--- src/rtl/icache_refill_server_pkg.sv ---
// icache_refill_server_pkg: shared FSM states, RV32I NOP and line addressing helper.
package icache_refill_server_pkg;
  typedef enum logic [1:0] {IDLE, FETCH, ABORT} fillState_t;
  localparam logic [31:0] RV32I_NOP = 32'h00000013;
  function automatic logic [31:0] lineBase(input logic [31:0] addr, input int blockSize);
    return addr & ~(32'(blockSize) - 32'd1);
  endfunction
endpackage

--- src/rtl/icache_refill_server.sv ---
// icache_refill_server: fetches an aligned cache line word-by-word and returns it packed, lowest word in the MSBs.
module icache_refill_server
  import icache_refill_server_pkg::*;
#(
  parameter int          BLOCK_SIZE = 32,
  parameter int          TIMEOUT    = 255,
  parameter logic [31:0] FILL_WORD  = RV32I_NOP
) (
  input  logic                    clk,
  input  logic                    rst,
  input  logic                    memRead,
  input  logic [31:0]             memAddress,
  output logic                    memBusy,
  output logic [BLOCK_SIZE*8-1:0] memReadData,
  output logic                    wordReq,
  output logic [31:0]             wordAddr,
  input  logic                    wordAck,
  input  logic [31:0]             wordData,
  output logic                    fillErr
);
  localparam int N_WORDS = BLOCK_SIZE / 4;
  localparam int IW = N_WORDS > 1 ? $clog2(N_WORDS) : 1;
  localparam int TW = TIMEOUT > 0 ? $clog2(TIMEOUT + 1) : 1;
  fillState_t state, stateNext;
  logic [31:0] base;
  logic [IW-1:0] wordIdx;
  logic [TW-1:0] tmo;
  logic [N_WORDS-1:0][31:0] line;
  logic lastWord, timedOut;
  assign lastWord = wordIdx == IW'(N_WORDS - 1);
  assign timedOut = TIMEOUT != 0 && !wordAck && tmo == TW'(TIMEOUT - 1);
  assign wordReq = state == FETCH;
  assign wordAddr = wordReq ? base + 32'({wordIdx, 2'b00}) : '0;
  always_comb begin
    stateNext = state == IDLE  ? (memRead ? FETCH : IDLE) :
                state == FETCH ? (wordAck && lastWord ? IDLE : timedOut ? ABORT : FETCH) :
                IDLE;
  end
  // slot k holds the word at base+4k; it lands in the k-th 32-bit field from the top
  for (genvar k = 0; k < N_WORDS; k++) begin : g_pack
    assign memReadData[BLOCK_SIZE*8-1-32*k -: 32] = line[k];
  end
  always_ff @(posedge clk or negedge rst) begin
    if (!rst) begin
      state   <= IDLE;
      base    <= '0;
      wordIdx <= '0;
      tmo     <= '0;
      line    <= '0;
      memBusy <= 1'b0;
      fillErr <= 1'b0;
    end else begin
      state <= stateNext;
      if (state == IDLE && memRead) begin
        base    <= lineBase(memAddress, BLOCK_SIZE);
        wordIdx <= '0;
        tmo     <= '0;
        memBusy <= 1'b1;
      end
      if (state == FETCH) begin
        if (wordAck) begin
          line[wordIdx] <= wordData;
          wordIdx       <= wordIdx + IW'(1);
          tmo           <= '0;
          memBusy       <= !lastWord;
        end else if (tmo != '1) begin
          tmo <= tmo + TW'(1);
        end
      end
      if (state == ABORT) begin
        for (int k = 0; k < N_WORDS; k++)
          if (IW'(k) >= wordIdx) line[IW'(k)] <= FILL_WORD;
        fillErr <= 1'b1;
        memBusy <= 1'b0;
      end
    end
  end
endmodule

--- config.mk ---
export PLATFORM = sky130hd
export DESIGN_NAME = icache_refill_server
export DESIGN_NICKNAME = d
export VERILOG_FILES = /design/src/rtl/icache_refill_server_pkg.sv /design/src/rtl/icache_refill_server.sv
export SDC_FILE = /design/constraint.sdc
export NUM_CORES = 1
export LEC_CHECK = 0
export CORE_UTILIZATION = 48
export DETAILED_ROUTE_END_ITERATION = 8
export HOLD_SLACK_MARGIN = 0.12
export PLACE_DENSITY_LB_ADDON = 0.2
export SETUP_SLACK_MARGIN = 0.1
export SLEW_MARGIN = 30
export SYNTH_ARGS = -nofsm -noshare
export SYNTH_HDL_FRONTEND = slang
export SYNTH_SLANG_ARGS = --single-unit
--- constraint.sdc ---
create_clock -name clk -period 2.5 [get_ports clk]
set_input_delay 0.625 -clock clk [delete_from_list [all_inputs] [get_ports clk]]
set_output_delay 0.625 -clock clk [all_outputs]
set_load 0.1 [all_outputs]
==> reports/metrics.csv, run 1 <==
stage,metric,value,unit
worst_setup_path,r2r-end,memReadData[244],
run,cap_violations,0,
detailed_routing,routed_via_density,5.67,
timing,slew_violations,0,
detailed_routing,routedWlPerCell,21.2,um
floorplan,ios,359,
worst_setup_path,path_max_fanout,14,
clocking,h-tree-depth,1,
placement,hpwlAfterDp,25400,um
clocking,cts_buffers,31,
synthesis,ys_ff_latch,298,
timing,setup_viol,0,
floorplan,start_util,49.1,%
worst_setup_path,crit_path_start,state[1],
cells_and_area,nNetsFinal,1536,
global_routing,grt_pass1_vias,10100,
floorplan,die_w,163,um
synthesis,synthArstFlopShare,100,%
worst_setup_path,critPathCaptureType,output pin,
placement,dpl_cell_area,16200,um2
synthesis,ys.flop_type,dfrtp_1,
floorplan,core,25300,um2
clocking,insertion_delay,0.56,ns
detailed_routing,drt_iter0_drc,1009,
timing,period_minus_slack,2.39,ns
detailed_routing,first_pass_iters,6,
clocking,clk_pin_slew_worst_paths,0.06,ns
clocking,cts_tree,yes,
synthesis,syn_inst,1121,
hold_path,whs_path_depth,2,
clocking,clock_path_buffers,3,
cells_and_area,syn_to_final_growth,39.2,%
global_routing,grt_max_degree,65,
timing,grt_setup_unrepaired,true,
status,outcome,"finished, final reports clean",
cells_and_area,design_area,17300,um2
cells_and_area,drive_above_1_share,35.8,%
timing,tightest_slew,0.570,ns
placement,port_buffers,351,
timing,fmax,418,MHz
floorplan,num_rows,58,
timing,fin_skew,0.0259,ns
detailed_routing,vias,10300,
hold_path,hp-class,reg2reg,
timing,fin_crit_sh,95.8,%
synthesis,synth_seq_area_share,59.9,%
cells_and_area,antennaDiodeCount,0,
timing,tns,0,ns
hold_path,min-delay-start,base[5],
worst_setup_path,arrival,1.77,ns
global_routing,grt.overflow.total,0,
timing,slew_headroom,62.0,%
detailed_routing,drc,0,
synthesis,syn_area,12400,um2
cells_and_area,n_fill_cell,1939,
worst_setup_path,reg2reg_setup_slack,0.46,ns
hold_path,hold_end,base[5],
worst_setup_path,crit_path_start_kind,flip-flop,
clocking,clock_sinks,298,
synthesis,yosysWarningCount,0,
synthesis,yosysUniqueCellTypes,44,
worst_setup_path,required,1.88,ns
worst_setup_path,path_class,reg2out,
clocking,clockRootBuffer,clkbuf_16,
floorplan,die_area,26600,um2
placement,place.gp.congestion,0.839,
global_routing,grtUsageTotal,28.9,%
detailed_routing,finalWirelength,38500,um
detailed_routing,antenna_left,0,
worst_setup_path,reg2reg_from,state[0],
worst_setup_path,rr_worst_depth,6,
synthesis,synth_area_per_cell,11.1,um2
floorplan,die_height,163,um
global_routing,grt_pass1_wl,59500,um
synthesis,synth_edf_count,0,
global_routing,antenna_found_initial,0,
timing,hold_viol,0,
==> cell usage in the layout (no fill, tap or decap), types with 5 or more instances in the layout <==
master | netlist | layout
a21oi_1 | 123 | 123
and2_2 | 0 | 7
and2_4 | 0 | 20
buf_12 | 0 | 45
buf_4 | 13 | 298
clkbuf_1 | 54 | 7
clkbuf_16 | 0 | 31
clkbuf_8 | 0 | 5
clkdlybuf4s50_1 | 0 | 61
clkinv_2 | 0 | 8
dfrtp_1 | 298 | 297
ha_1 | 6 | 6
inv_1 | 8 | 7
mux2_1 | 36 | 36
mux2_2 | 92 | 92
nand2_1 | 89 | 89
nand3_1 | 148 | 147
nand3b_1 | 5 | 5
nor2_1 | 10 | 6
o21ai_0 | 133 | 133
==> worst max path at each step <==
stage / endpoint / slack (ns) / depth (start not counted)
3_5_place_dp: tmo[2] / 0.13 / 6
4_1_cts: wordAddr[19] / 0.08 / 5
5_1_grt: wordAddr[14] / 0.04 / 5
6_report: wordAddr[19] / 0.11 / 5
3_3_place_gp: tmo[3] / 0.18 / 6
2_1_floorplan: wordAddr[2] / -0.14 / 3
==> critical path, cell delays in order, from the launching register on <==
cell and delay (ns):
dfrtp_1 0.37, nand2b_4 0.16, inv_4 0.06, bufbuf_16 0.28, and2_2 0.17, buf_12 0.17
==> layer usage <==
metal	up-vias	wire [um]	track usage, %
met2	475	18100	45.4
met4	0	1270	10.2
met5	-	0	0
met3	74	3460	7.36
li1	4616	-	-
met1	5130	15700	39.0
==> through the flow <==
stage                     instances  utilization, %  hold slack, ns  setup WS [ns]
final                          1816            68.4           0.466          0.106
after global routing           1816            68.4           0.493         0.0396
after CTS                      1816            68.3           0.469         0.0813
after detailed placement       1753            64.1           0.454          0.128
after global placement         1753            64.1           0.446          0.182
after floorplan                1122               -           0.329         -0.139
==> cell usage after synthesis, types with 4 or more instances <==
library cell  count  area, um2
a21oi_1         123        616
and2_1           27        169
and3_1            4       25.0
buf_2            33        165
buf_4            13       97.6
clkbuf_1         54        203
dfrtp_1         298       7460
ha_1              6       75.1
inv_1             8       30.0
mux2_1           36        405
mux2_2           92       1040
nand2_1          89        334
nand3_1         148        741
nand3b_1          5       37.5
nor2_1           10       37.5
o21ai_0         133        666
==> registers in the layout, indices dropped and copies added, names as in the netlist <==
name         cells
fillErr          1
memBusy          1
base            27
wordIdx          3
state            2
memReadData    256
tmo              8
==> what timing repair did <==
action	CTS	global route
endpoints found under the setup margin	29	27
gates resized for setup	7	13
buffers inserted	4	0
hold buffers	1	0
gates cloned	1	0
hold endpoints to repair	53	0
==> area by class of cell <==
class	instances	area (um2)	share of cell area (%)
timing repair buffer	407	3810	22.0
clock buffer	43	871	5.03
sequential	298	7460	43.1
clock inverter	14	110	0.636
multi-input combinational	716	4630	26.7
tap	330	413	2.38
inverter	8	32.5	0.188
==> cells by family (layout without fill, tap and decap cells) <==
kind of cell	Yosys count	after routing	share of synthesized area [%]
compound gates	270	270	11.2
fa+ha+maj	6	6	0.603
buf+inv	108	472	3.98
flops	298	298	59.9
mux	131	131	11.8
other cells	1	2	0.0301
simple gates	307	307	12.4
Power of run 1 is left out: the tool's default activity adds up to more than one toggle a clock period on the data nets, which glitch-free logic cannot reach.
==> run 2: changes to the inputs <==
Settings changed: CORE_UTILIZATION 48 to 35.
==> reports/metrics.csv, run 2 (synthesized netlist as in run 1, its figures left out) <==
stage,metric,value,unit,change
cells_and_area,layout_commonest_cell,dfrtp_1,,
worst_setup_path,crit_family,buffers and inverters,,
clocking,cts_buffers,36,,+16%
floorplan,core,34800,um2,+37%
detailed_routing,drc,0,,unchanged
worst_setup_path,arrival,1.73,ns,-0.04 ns
detailed_routing,drt_iter0_drc,555,,-45%
cells_and_area,nNetsFinal,1538,,+0.13%
global_routing,grtUsageTotal,22.1,%,-6.9 points
floorplan,num_rows,68,,+17%
floorplan,die_w,191,um,+17%
timing,period_minus_slack,2.35,ns,-0.0408 ns
timing,grt_setup_unrepaired,true,,
floorplan,start_util,35.8,%,-13 points
cells_and_area,syn_to_final_growth,41.4,%,
worst_setup_path,path_max_fanout,14,,unchanged
worst_setup_path,cpMostUsedCell,buf_12,,
worst_setup_path,cp_cell_sequence,nand2b_4 > inv_6 > buf_12 > buf_12 > and2_2 > buf_12,,
clocking,clock_path_buffers,3,,unchanged
timing,fmax,425,MHz,+1.7%
timing,setup_viol,0,,unchanged
placement,hpwlAfterDp,26400,um,+3.8%
floorplan,die_area,36300,um2,+37%
worst_setup_path,slowest_delay,0.37,ns,about the same
hold_path,hp-class,reg2reg,,
worst_setup_path,path_buf_inv,4,,+1
detailed_routing,routedWlPerCell,20.8,um,-2.0%
cells_and_area,drive_above_1_share,35.8,%,-0.043 points
cells_and_area,antennaDiodeCount,0,,unchanged
detailed_routing,finalWirelength,40400,um,+4.7%
status,outcome,"finished, final reports clean",,
clocking,clk_pin_slew_worst_paths,0.06,ns,about the same
placement,place.gp.congestion,0.747,,-11%
cells_and_area,n_fill_cell,3230,,+67%
global_routing,grt.overflow.total,0,,unchanged
timing,slew_headroom,48.9,%,-13 points
placement,pre_cts_ws,0.127,ns,-0.00173 ns
worst_setup_path,crit_path_start_kind,flip-flop,,
global_routing,grt_pass1_wl,61700,um,+3.7%
global_routing,antenna_found_initial,0,,unchanged
worst_setup_path,path_class,reg2out,,
clocking,clockRootBuffer,clkbuf_16,,
worst_setup_path,required,1.88,ns,about the same
clocking,insertion_delay,0.51,ns,-0.05 ns
timing,fin_crit_sh,94.1,%,-1.6 points
worst_setup_path,critPathCaptureType,output pin,,
clocking,h-tree-depth,2,,+1
detailed_routing,vias,9986,,-3.0%
detailed_routing,first_pass_iters,5,,-1
cells_and_area,mostFrequentLayoutCells,"dfrtp_1 (298), buf_4 (293), nand3_1 (148)",,
floorplan,die_height,191,um,+17%
clocking,clock_sinks,298,,unchanged
clocking,cts_tree,yes,,
worst_setup_path,cp_slowest_cell,dfrtp_1,,
detailed_routing,antenna_left,0,,unchanged
timing,timing.final.ws_setup,0.147,ns,+0.0408 ns
timing,fin_skew,0.00707,ns,-0.0188 ns
timing,hold_viol,0,,unchanged
global_routing,grt_max_degree,108,,+66%
timing,tightest_slew,0.766,ns,+0.196 ns
run,cap_violations,0,,unchanged
cells_and_area,largest_reg_flops,256,,unchanged
timing,slew_violations,0,,unchanged
detailed_routing,routed_via_density,5.15,,-9.2%
placement,port_buffers,351,,unchanged
global_routing,grt_pass1_vias,10100,,-0.0099%
floorplan,ios,359,,unchanged
==> run 2: routing by layer <==
metal / wire length [um] / vias to the layer above / GRT usage [%]
met2: 19100 / 332 / 36.0
met3: 3190 / 45 / 5.93
met4: 709 / 0 / 4.83
met5: 0 / - / 0
met1: 17400 / 4988 / 29.3
li1: - / 4621 / -
==> run 2: timing repair <==
action,in CTS,in global routing
buffers inserted,3,2
gates cloned,1,0
endpoints found under the hold margin,34,0
gates resized for setup,5,3
hold buffers,1,0
endpoints found under the setup margin,29,14
==> run 2: stage by stage <==
stage               utilization (%)  setup TNS [ns]  instance area, um2  instances  hold WS (ns)
floorplan                         -          -0.279               12500       1122         0.329
global placement               47.1               0               16400       1874         0.449
detailed placement             47.1               0               16400       1874         0.455
CTS                            50.5               0               17600       1938         0.469
global route                   50.6               0               17600       1940         0.489
finish                         50.6               0               17600       1940         0.465
==> run 2: final timing paths <==
check | start | to | slack, ns | cells after the start
worst min register to register | base[21] | base[21] | 0.46 | 2
worst max-delay path | state[1] | wordAddr[6] | 0.15 | 6
max in group asynchronous | rst | memReadData[58] | 1.14 | 3
worst max register to register | wordIdx[1] | memReadData[239] | 0.52 | 6
worst min-delay path | base[21] | base[21] | 0.46 | 2
min in group asynchronous | rst | memReadData[71] | 0.61 | 2
==> run 2: layout make-up <==
| cell class | instances | area, um2 | area share, % |
|---|---|---|---|
| clock buffers | 49 | 1030 | 5.86 |
| clock inverters | 10 | 92.6 | 0.526 |
| inverters | 8 | 35.0 | 0.199 |
| multi-input cells | 716 | 4610 | 26.2 |
| flip-flops and latches | 298 | 7460 | 42.4 |
| well taps | 455 | 569 | 3.23 |
| repair buffers | 404 | 3800 | 21.6 |
==> run 2: worst register-to-register path: stages (launching register included) <==
cell and delay, ns:
dfrtp_1 0.37, inv_1 0.18, ha_1 0.25, or4b_1 0.49, buf_4 0.24, o21ai_0 0.22, a21oi_1 0.09
Power of run 2 is left out for the same reason.
==> run 3: changes to the inputs <==
Settings changed: CORE_UTILIZATION 35 to 48.
==> results of run 3 <==
The final DEF is identical to that of run 1; final timing and power are the same.
Power of run 3 is left out for the same reason.
